## src/rtl/rv32_ctrl_pkg.sv

```systemverilog
//==============================================================================
// Module      : rv32_ctrl_pkg
// Description : Shared RV32IM decode constants: ALU select codes, major opcodes,
//               branch/jump encodings and the base-integer funct3 -> ALU map.
// Revision    : 1.0 - initial release
//==============================================================================
`default_nettype none

package rv32_ctrl_pkg;

    localparam logic [4:0] C_ALU_FWD    = 5'd0;
    localparam logic [4:0] C_ALU_ADD    = 5'd1;
    localparam logic [4:0] C_ALU_SUB    = 5'd2;
    localparam logic [4:0] C_ALU_SLL    = 5'd3;
    localparam logic [4:0] C_ALU_SLT    = 5'd4;
    localparam logic [4:0] C_ALU_SLTU   = 5'd5;
    localparam logic [4:0] C_ALU_XOR    = 5'd6;
    localparam logic [4:0] C_ALU_SRL    = 5'd7;
    localparam logic [4:0] C_ALU_SRA    = 5'd8;
    localparam logic [4:0] C_ALU_OR     = 5'd9;
    localparam logic [4:0] C_ALU_AND    = 5'd10;
    localparam logic [4:0] C_ALU_MUL    = 5'd11;
    localparam logic [4:0] C_ALU_MULH   = 5'd12;
    localparam logic [4:0] C_ALU_MULHSU = 5'd13;
    localparam logic [4:0] C_ALU_MULHU  = 5'd14;
    localparam logic [4:0] C_ALU_DIV    = 5'd15;
    localparam logic [4:0] C_ALU_DIVU   = 5'd16;
    localparam logic [4:0] C_ALU_REM    = 5'd17;
    localparam logic [4:0] C_ALU_REMU   = 5'd18;

    localparam logic [6:0] C_OPC_OP     = 7'b0110011;
    localparam logic [6:0] C_OPC_OP_IMM = 7'b0010011;
    localparam logic [6:0] C_OPC_LOAD   = 7'b0000011;
    localparam logic [6:0] C_OPC_STORE  = 7'b0100011;
    localparam logic [6:0] C_OPC_BRANCH = 7'b1100011;
    localparam logic [6:0] C_OPC_JAL    = 7'b1101111;
    localparam logic [6:0] C_OPC_JALR   = 7'b1100111;
    localparam logic [6:0] C_OPC_LUI    = 7'b0110111;
    localparam logic [6:0] C_OPC_AUIPC  = 7'b0010111;

    localparam logic [2:0] C_BR_NONE = 3'd0;
    localparam logic [2:0] C_BR_BEQ  = 3'd1;
    localparam logic [2:0] C_BR_BNE  = 3'd2;
    localparam logic [2:0] C_BR_BLT  = 3'd3;
    localparam logic [2:0] C_BR_BGE  = 3'd4;
    localparam logic [2:0] C_BR_BLTU = 3'd5;
    localparam logic [2:0] C_BR_BGEU = 3'd6;

    localparam logic [1:0] C_JMP_NONE = 2'd0;
    localparam logic [1:0] C_JMP_JAL  = 2'd1;
    localparam logic [1:0] C_JMP_JALR = 2'd2;

    // alt selects SUB for funct3=000 and SRA for funct3=101
    function automatic logic [4:0] alu_base(input logic [2:0] funct3, input logic alt);
        logic [4:0] sel;
        case (funct3)
            3'd0:    sel = alt ? C_ALU_SUB : C_ALU_ADD;
            3'd1:    sel = C_ALU_SLL;
            3'd2:    sel = C_ALU_SLT;
            3'd3:    sel = C_ALU_SLTU;
            3'd4:    sel = C_ALU_XOR;
            3'd5:    sel = alt ? C_ALU_SRA : C_ALU_SRL;
            3'd6:    sel = C_ALU_OR;
            default: sel = C_ALU_AND;
        endcase
        return sel;
    endfunction

endpackage

`default_nettype wire

```

## src/rtl/rv32_imm_gen.sv

```systemverilog
//==============================================================================
// Module      : rv32_imm_gen
// Description : Combinational RV32 immediate extraction (I/S/B/U/J), selected
//               by major opcode; zero for R-type and unknown opcodes.
// Revision    : 1.0 - initial release
//==============================================================================
`default_nettype none

module rv32_imm_gen
    import rv32_ctrl_pkg::*;
(
    input  logic [31:0] i_instr,
    output logic [31:0] o_imm
);

    always_comb begin
        o_imm = '0;
        case (i_instr[6:0])
            C_OPC_OP_IMM, C_OPC_LOAD, C_OPC_JALR:
                o_imm = {{20{i_instr[31]}}, i_instr[31:20]};
            C_OPC_STORE:
                o_imm = {{20{i_instr[31]}}, i_instr[31:25], i_instr[11:7]};
            C_OPC_BRANCH:
                o_imm = {{19{i_instr[31]}}, i_instr[31], i_instr[7],
                         i_instr[30:25], i_instr[11:8], 1'b0};
            C_OPC_LUI, C_OPC_AUIPC:
                o_imm = {i_instr[31:12], 12'b0};
            C_OPC_JAL:
                o_imm = {{11{i_instr[31]}}, i_instr[31], i_instr[19:12],
                         i_instr[20], i_instr[30:21], 1'b0};
            default:
                o_imm = '0;
        endcase
    end

endmodule

`default_nettype wire

```

## src/rtl/id_alu_ctrl_stage.sv

```systemverilog
//==============================================================================
// Module      : id_alu_ctrl_stage
// Description : RV32IM decode stage with valid/ready ID/EX register and flush.
//               Optional macro RV32M_DECODE_EN enables M-extension decode.
// Revision    : 1.0 - initial release
//==============================================================================
`default_nettype none

module id_alu_ctrl_stage
    import rv32_ctrl_pkg::*;
#(
    parameter int XLEN  = 32,
    parameter int SEL_W = 5
) (
    input  logic             clk,
    input  logic             reset,
    input  logic             in_valid,
    output logic             in_ready,
    input  logic [XLEN-1:0]  instr,
    input  logic [XLEN-1:0]  pc_in,
    input  logic             flush,
    output logic             out_valid,
    input  logic             out_ready,
    output logic [SEL_W-1:0] alu_select,
    output logic             op1_pc,
    output logic             op2_imm,
    output logic [XLEN-1:0]  imm,
    output logic [4:0]       rs1,
    output logic [4:0]       rs2,
    output logic [4:0]       rd,
    output logic             reg_write,
    output logic             mem_read,
    output logic             mem_write,
    output logic [2:0]       mem_funct3,
    output logic [2:0]       branch_type,
    output logic [1:0]       jump,
    output logic             illegal,
    output logic [XLEN-1:0]  pc_out
);

    logic [6:0]  w_opcode;
    logic [2:0]  w_funct3;
    logic [6:0]  w_funct7;
    logic [31:0] w_imm_raw;
    logic [4:0]  w_sel;
    logic        w_op1_pc;
    logic        w_op2_imm;
    logic        w_reg_write;
    logic        w_mem_read;
    logic        w_mem_write;
    logic [2:0]  w_mem_funct3;
    logic [2:0]  w_branch_type;
    logic [1:0]  w_jump;
    logic        w_illegal;
    logic        w_capture;

    logic             r_valid;
    logic [SEL_W-1:0] r_sel;
    logic             r_op1_pc;
    logic             r_op2_imm;
    logic [XLEN-1:0]  r_imm;
    logic [4:0]       r_rs1;
    logic [4:0]       r_rs2;
    logic [4:0]       r_rd;
    logic             r_reg_write;
    logic             r_mem_read;
    logic             r_mem_write;
    logic [2:0]       r_mem_funct3;
    logic [2:0]       r_branch_type;
    logic [1:0]       r_jump;
    logic             r_illegal;
    logic [XLEN-1:0]  r_pc;

    assign w_opcode = instr[6:0];
    assign w_funct3 = instr[14:12];
    assign w_funct7 = instr[31:25];

    rv32_imm_gen u_imm_gen (
        .i_instr (instr),
        .o_imm   (w_imm_raw)
    );

    always_comb begin
        w_sel         = C_ALU_FWD;
        w_op1_pc      = 1'b0;
        w_op2_imm     = 1'b0;
        w_reg_write   = 1'b0;
        w_mem_read    = 1'b0;
        w_mem_write   = 1'b0;
        w_mem_funct3  = 3'd0;
        w_branch_type = C_BR_NONE;
        w_jump        = C_JMP_NONE;
        w_illegal     = 1'b0;

        if (instr[1:0] != 2'b11) begin
            w_illegal = 1'b1;
        end else begin
            case (w_opcode)
                C_OPC_OP: begin
                    w_reg_write = 1'b1;
                    if (w_funct7 == 7'b0000000) begin
                        w_sel = alu_base(w_funct3, 1'b0);
                    end else if (w_funct7 == 7'b0100000 &&
                                 (w_funct3 == 3'b000 || w_funct3 == 3'b101)) begin
                        w_sel = alu_base(w_funct3, 1'b1);
                    end else if (w_funct7 == 7'b0000001) begin
`ifdef RV32M_DECODE_EN
                        w_sel = C_ALU_MUL + {2'b00, w_funct3};
`else
                        w_illegal = 1'b1;
`endif
                    end else begin
                        w_illegal = 1'b1;
                    end
                end
                C_OPC_OP_IMM: begin
                    w_reg_write = 1'b1;
                    w_op2_imm   = 1'b1;
                    // shift-immediates reuse the funct7 slot as a qualifier
                    if (w_funct3 == 3'b001) begin
                        if (w_funct7 == 7'b0000000) w_sel = C_ALU_SLL;
                        else                        w_illegal = 1'b1;
                    end else if (w_funct3 == 3'b101) begin
                        if (w_funct7 == 7'b0000000)      w_sel = C_ALU_SRL;
                        else if (w_funct7 == 7'b0100000) w_sel = C_ALU_SRA;
                        else                             w_illegal = 1'b1;
                    end else begin
                        w_sel = alu_base(w_funct3, 1'b0);
                    end
                end
                C_OPC_LOAD: begin
                    w_sel        = C_ALU_ADD;
                    w_op2_imm    = 1'b1;
                    w_reg_write  = 1'b1;
                    w_mem_read   = 1'b1;
                    w_mem_funct3 = w_funct3;
                    if (w_funct3 == 3'd3 || w_funct3 == 3'd6 || w_funct3 == 3'd7)
                        w_illegal = 1'b1;
                end
                C_OPC_STORE: begin
                    w_sel        = C_ALU_ADD;
                    w_op2_imm    = 1'b1;
                    w_mem_write  = 1'b1;
                    w_mem_funct3 = w_funct3;
                    if (w_funct3 > 3'd2) w_illegal = 1'b1;
                end
                C_OPC_BRANCH: begin
                    w_sel = C_ALU_SUB;
                    case (w_funct3)
                        3'd0:    w_branch_type = C_BR_BEQ;
                        3'd1:    w_branch_type = C_BR_BNE;
                        3'd4:    w_branch_type = C_BR_BLT;
                        3'd5:    w_branch_type = C_BR_BGE;
                        3'd6:    w_branch_type = C_BR_BLTU;
                        3'd7:    w_branch_type = C_BR_BGEU;
                        default: w_illegal     = 1'b1;
                    endcase
                end
                C_OPC_JAL: begin
                    w_sel       = C_ALU_ADD;
                    w_op1_pc    = 1'b1;
                    w_op2_imm   = 1'b1;
                    w_reg_write = 1'b1;
                    w_jump      = C_JMP_JAL;
                end
                C_OPC_JALR: begin
                    w_sel       = C_ALU_ADD;
                    w_op2_imm   = 1'b1;
                    w_reg_write = 1'b1;
                    w_jump      = C_JMP_JALR;
                    if (w_funct3 != 3'd0) w_illegal = 1'b1;
                end
                C_OPC_LUI: begin
                    w_sel       = C_ALU_FWD;
                    w_op2_imm   = 1'b1;
                    w_reg_write = 1'b1;
                end
                C_OPC_AUIPC: begin
                    w_sel       = C_ALU_ADD;
                    w_op1_pc    = 1'b1;
                    w_op2_imm   = 1'b1;
                    w_reg_write = 1'b1;
                end
                default: w_illegal = 1'b1;
            endcase
        end

        // an undecodable word must never reach EX with side effects
        if (w_illegal) begin
            w_sel         = C_ALU_FWD;
            w_op1_pc      = 1'b0;
            w_op2_imm     = 1'b0;
            w_reg_write   = 1'b0;
            w_mem_read    = 1'b0;
            w_mem_write   = 1'b0;
            w_mem_funct3  = 3'd0;
            w_branch_type = C_BR_NONE;
            w_jump        = C_JMP_NONE;
        end

        if (instr[11:7] == 5'd0) w_reg_write = 1'b0;
    end

    assign in_ready  = !r_valid || out_ready;
    assign w_capture = in_valid && in_ready && !flush;

    always_ff @(posedge clk) begin
        if (reset) begin
            r_valid       <= 1'b0;
            r_sel         <= '0;
            r_op1_pc      <= 1'b0;
            r_op2_imm     <= 1'b0;
            r_imm         <= '0;
            r_rs1         <= '0;
            r_rs2         <= '0;
            r_rd          <= '0;
            r_reg_write   <= 1'b0;
            r_mem_read    <= 1'b0;
            r_mem_write   <= 1'b0;
            r_mem_funct3  <= '0;
            r_branch_type <= '0;
            r_jump        <= '0;
            r_illegal     <= 1'b0;
            r_pc          <= '0;
        end else if (flush) begin
            r_valid <= 1'b0;
        end else if (w_capture) begin
            r_valid       <= 1'b1;
            r_sel         <= SEL_W'(w_sel);
            r_op1_pc      <= w_op1_pc;
            r_op2_imm     <= w_op2_imm;
            r_imm         <= w_illegal ? '0 : w_imm_raw;
            r_rs1         <= instr[19:15];
            r_rs2         <= instr[24:20];
            r_rd          <= instr[11:7];
            r_reg_write   <= w_reg_write;
            r_mem_read    <= w_mem_read;
            r_mem_write   <= w_mem_write;
            r_mem_funct3  <= w_mem_funct3;
            r_branch_type <= w_branch_type;
            r_jump        <= w_jump;
            r_illegal     <= w_illegal;
            r_pc          <= pc_in;
        end else if (out_ready) begin
            r_valid <= 1'b0;
        end
    end

    assign out_valid   = r_valid;
    assign alu_select  = r_sel;
    assign op1_pc      = r_op1_pc;
    assign op2_imm     = r_op2_imm;
    assign imm         = r_imm;
    assign rs1         = r_rs1;
    assign rs2         = r_rs2;
    assign rd          = r_rd;
    assign reg_write   = r_reg_write;
    assign mem_read    = r_mem_read;
    assign mem_write   = r_mem_write;
    assign mem_funct3  = r_mem_funct3;
    assign branch_type = r_branch_type;
    assign jump        = r_jump;
    assign illegal     = r_illegal;
    assign pc_out      = r_pc;

endmodule

`default_nettype wire
```

## config.mk

```make
export PLATFORM = sky130hd
export DESIGN_NAME = id_alu_ctrl_stage
export DESIGN_NICKNAME = d
export VERILOG_FILES = /design/src/rtl/rv32_ctrl_pkg.sv /design/src/rtl/rv32_imm_gen.sv /design/src/rtl/id_alu_ctrl_stage.sv
export SDC_FILE = /design/constraint.sdc
export NUM_CORES = 1
export LEC_CHECK = 0
export BUFFER_PORTS_ARGS = -buffer_cell sky130_fd_sc_hd__buf_4
export CAP_MARGIN = 20
export CORE_ASPECT_RATIO = 1.75
export CORE_UTILIZATION = 45
export CTS_CLUSTER_SIZE = 14
export DETAILED_ROUTE_END_ITERATION = 10
export PLACE_DENSITY = 0.76
export SYNTH_ARGS = -nofsm -noshare
export SYNTH_HDL_FRONTEND = slang
export SYNTH_HIERARCHICAL = 1
export SYNTH_SLANG_ARGS = --single-unit
```

## constraint.sdc

```tcl
create_clock -name clk -period 4.3 [get_ports clk]
set_clock_uncertainty 0.05 [all_clocks]
set_input_delay 0.645 -clock clk [delete_from_list [all_inputs] [get_ports clk]]
set_output_delay 0.645 -clock clk [all_outputs]
set_load 0.005 [all_outputs]
```

==> flow_metrics.py <==
metrics = {
    "sta": {
        "slew_headroom": 0.5202,
        "finalCritPeriodShare": 0.5924,
        "max_freq_mhz": 392.6,
        "rsz0062_at_grt": "false",
        "worst_pin_slew_ps": 716.2,
        "slew_viol_final": 0,
        "setup_viol": 0,
        "finalHoldViolations": 0,
        "period_minus_slack_ps": 2547,
        "tns_ps": 0,
    },
    "flow_run": {
        "drv_cap": 0,
    },
    "clock_tree": {
        "insertion_delay_ps": 350,
        "numCtsBuffers": 9,
        "cts.repair.resized": 0,
        "postCtsSetupBuffers": 0,
        "path_clk_slew_ps": 70,
        "cts_tree": "built",
        "ctsRootBufferMaster": "clkbuf_16",
        "clk_path_buf_depth": 2,
        "h-tree-depth": 3,
        "ctsHoldBuffers": 0,
        "cts.sinks": 98,
    },
    "min_path": {
        "holdCritPathClass": "flop to flop",
    },
    "floorplan": {
        "row_count": 48,
        "ios": 169,
        "die_area_sq_um": 10540,
        "core_region_area_sq_um": 9849,
        "dieWidth_um": 78.04,
        "start_util": 0.4623,
        "die_h_um": 135.1,
    },
    "logic_synthesis": {
        "synth_edf_count": 0,
        "synth-seq-area-share": 0.4309,
        "syn_avg_cell_area_sq_um": 7.850,
        "syn_area_sq_um": 4553,
        "syn-num-nets": 649,
        "yosysWarnings": 6,
        "ys.flop_type": "dfxtp_1",
        "postSynth.asyncResetShare": 0,
        "synth_seq_cells": 98,
        "syn_inst": 580,
        "synth.distinct_cells": 58,
    },
    "route": {
        "wl_per_cell_um": 14.87,
        "drtIter0Drc": 243,
        "drc": 0,
        "wl_mm": 12.69,
        "antenna_left": 0,
        "route.vias.total": 4451,
        "dr.pass1.iters": 4,
        "vias_per_cell": 5.218,
    },
    "grt": {
        "grt_usage": 0.2411,
        "grt_pass1_wl_mm": 19.93,
        "antenna_found_initial": 0,
        "grt_pass1_vias": 4196,
        "overflow": 0,
        "grt_max_degree": 56,
    },
    "worst_setup_path": {
        "critPathLaunchType": "primary input",
        "cp_max_fo": 23,
        "end_kind": "flop",
        "critPathKind": "primary input to flop",
        "required_ps": 4480,
        "worst_ep_arrival_time_ps": 2720,
    },
    "place": {
        "numPortBuffers": 167,
        "place.gp.congestion": 0.8408,
        "dp_hpwl_mm": 9.406,
    },
    "layout": {
        "drive_gt1_frac": 0.2926,
        "area_delta_synth_final_pct": 34.24,
        "nets": 792,
        "antenna_cells": 0,
        "layout_common_cells": "172 x buf_4, 163 x nand2_1, 98 x dfxtp_1",
        "final_common_cell": "buf_4",
    },
    "pwr": {
        "powerDensity_nw_per_um2": 322.9,
        "max-vdd-ir-drop_mv": 0.2474,
        "power.leakage_nw": 2.613,
        "power_mw": 1.973,
    },
    "outcome": {
        "status": "complete, no violations",
    },
}
==> registers in the layout, summed over array words and instances (netlist names) <==
register / cells
alu_select: 4
branch_type: 3
illegal: 1
imm: 32
jump: 2
mem_funct3: 3
mem_read: 1
mem_write: 1
op1_pc: 1
op2_imm: 1
out_valid: 1
pc_out: 32
rd: 5
reg_write: 1
rs1: 5
rs2: 5
==> kinds of logic after synthesis <==
logic type | Yosys count | synth area share
DFF | 98 | 0.4309
buffers and inverters | 83 | 0.07969
AOI/OAI and AO/OA | 164 | 0.2457
other | 1 | 0.0008236
xor gates and xnor gates | 1 | 0.001924
and+or+nand+nor | 233 | 0.2410
==> where the power goes <==
part	internal (mW)	total, mW	leakage, nW	switching (mW)
clock	0.408	0.792	0.139	0.383
combinational	0.108	0.241	1.68	0.133
sequential	0.929	0.940	0.795	0.0116
==> final cells by class <==
class,count,area [sq um]
inverter,43,161.4
sequential,98,1962
fill,913,3737
clock inverter,7,71.32
multi-input combinational,399,2245
timing repair buffer,172,1291
clock buffer,9,225.2
tap,125,156.4
==> Yosys cell counts, types with 8 or more instances <==
cell type | number | area share
nand2_1 | 163 | 0.13
dfxtp_1 | 98 | 0.43
a21oi_1 | 55 | 0.060
inv_1 | 43 | 0.035
o31ai_1 | 38 | 0.063
clkbuf_1 | 25 | 0.021
o21ai_0 | 20 | 0.022
a21o_1 | 18 | 0.030
nor2_1 | 12 | 0.0099
nor2b_1 | 10 | 0.014
buf_2 | 8 | 0.0088
nand2b_1 | 8 | 0.011
==> metrics by stage <==
step           cells  utilization  setup WS (ps)  cell area (sq um)  hold slack, ps
6_report         853       0.6206           1753               6112           405.7
3_3_place_gp     837       0.5904           1498               5816           390.3
4_1_cts          853       0.6206           1801               6112           403.7
3_5_place_dp     837       0.5904           1422               5816           393.4
5_1_grt          853       0.6206           1646               6112           425.9
2_1_floorplan    580            -           2256               4553           394.2
==> critical path, cell delays in order <==
cell       delay [ps]
buf_4             180
nand4bb_4         270
nor2_1            280
o21ai_0           240
o211ai_4          630
buf_4             360
o31ai_1           100
==> layer usage <==
layer,wire (um),vias up,global-route usage
met5,0,-,0
met2,6592,165,0.4223
met4,369,0,0.1265
met3,780,27,0.04932
li1,-,2242,-
met1,4943,2017,0.2728
==> worst paths after layout <==
| path | slack [ps] | endpoint | start | cells past startpoint |
|---|---|---|---|---|
| min reg2reg | 410 | branch_type[1]$_SDFFE_PP0P_ | branch_type[1]$_SDFFE_PP0P_ | 2 |
| min | 410 | branch_type[1]$_SDFFE_PP0P_ | branch_type[1]$_SDFFE_PP0P_ | 2 |
| max | 1750 | imm[28]$_SDFFE_PP0P_ | instr[2] | 7 |
| max reg2reg | 2210 | jump[1]$_SDFFE_PP0P_ | out_valid$_SDFFE_PP0P_ | 6 |
Note: power is estimated with default switching activity, not from simulation.
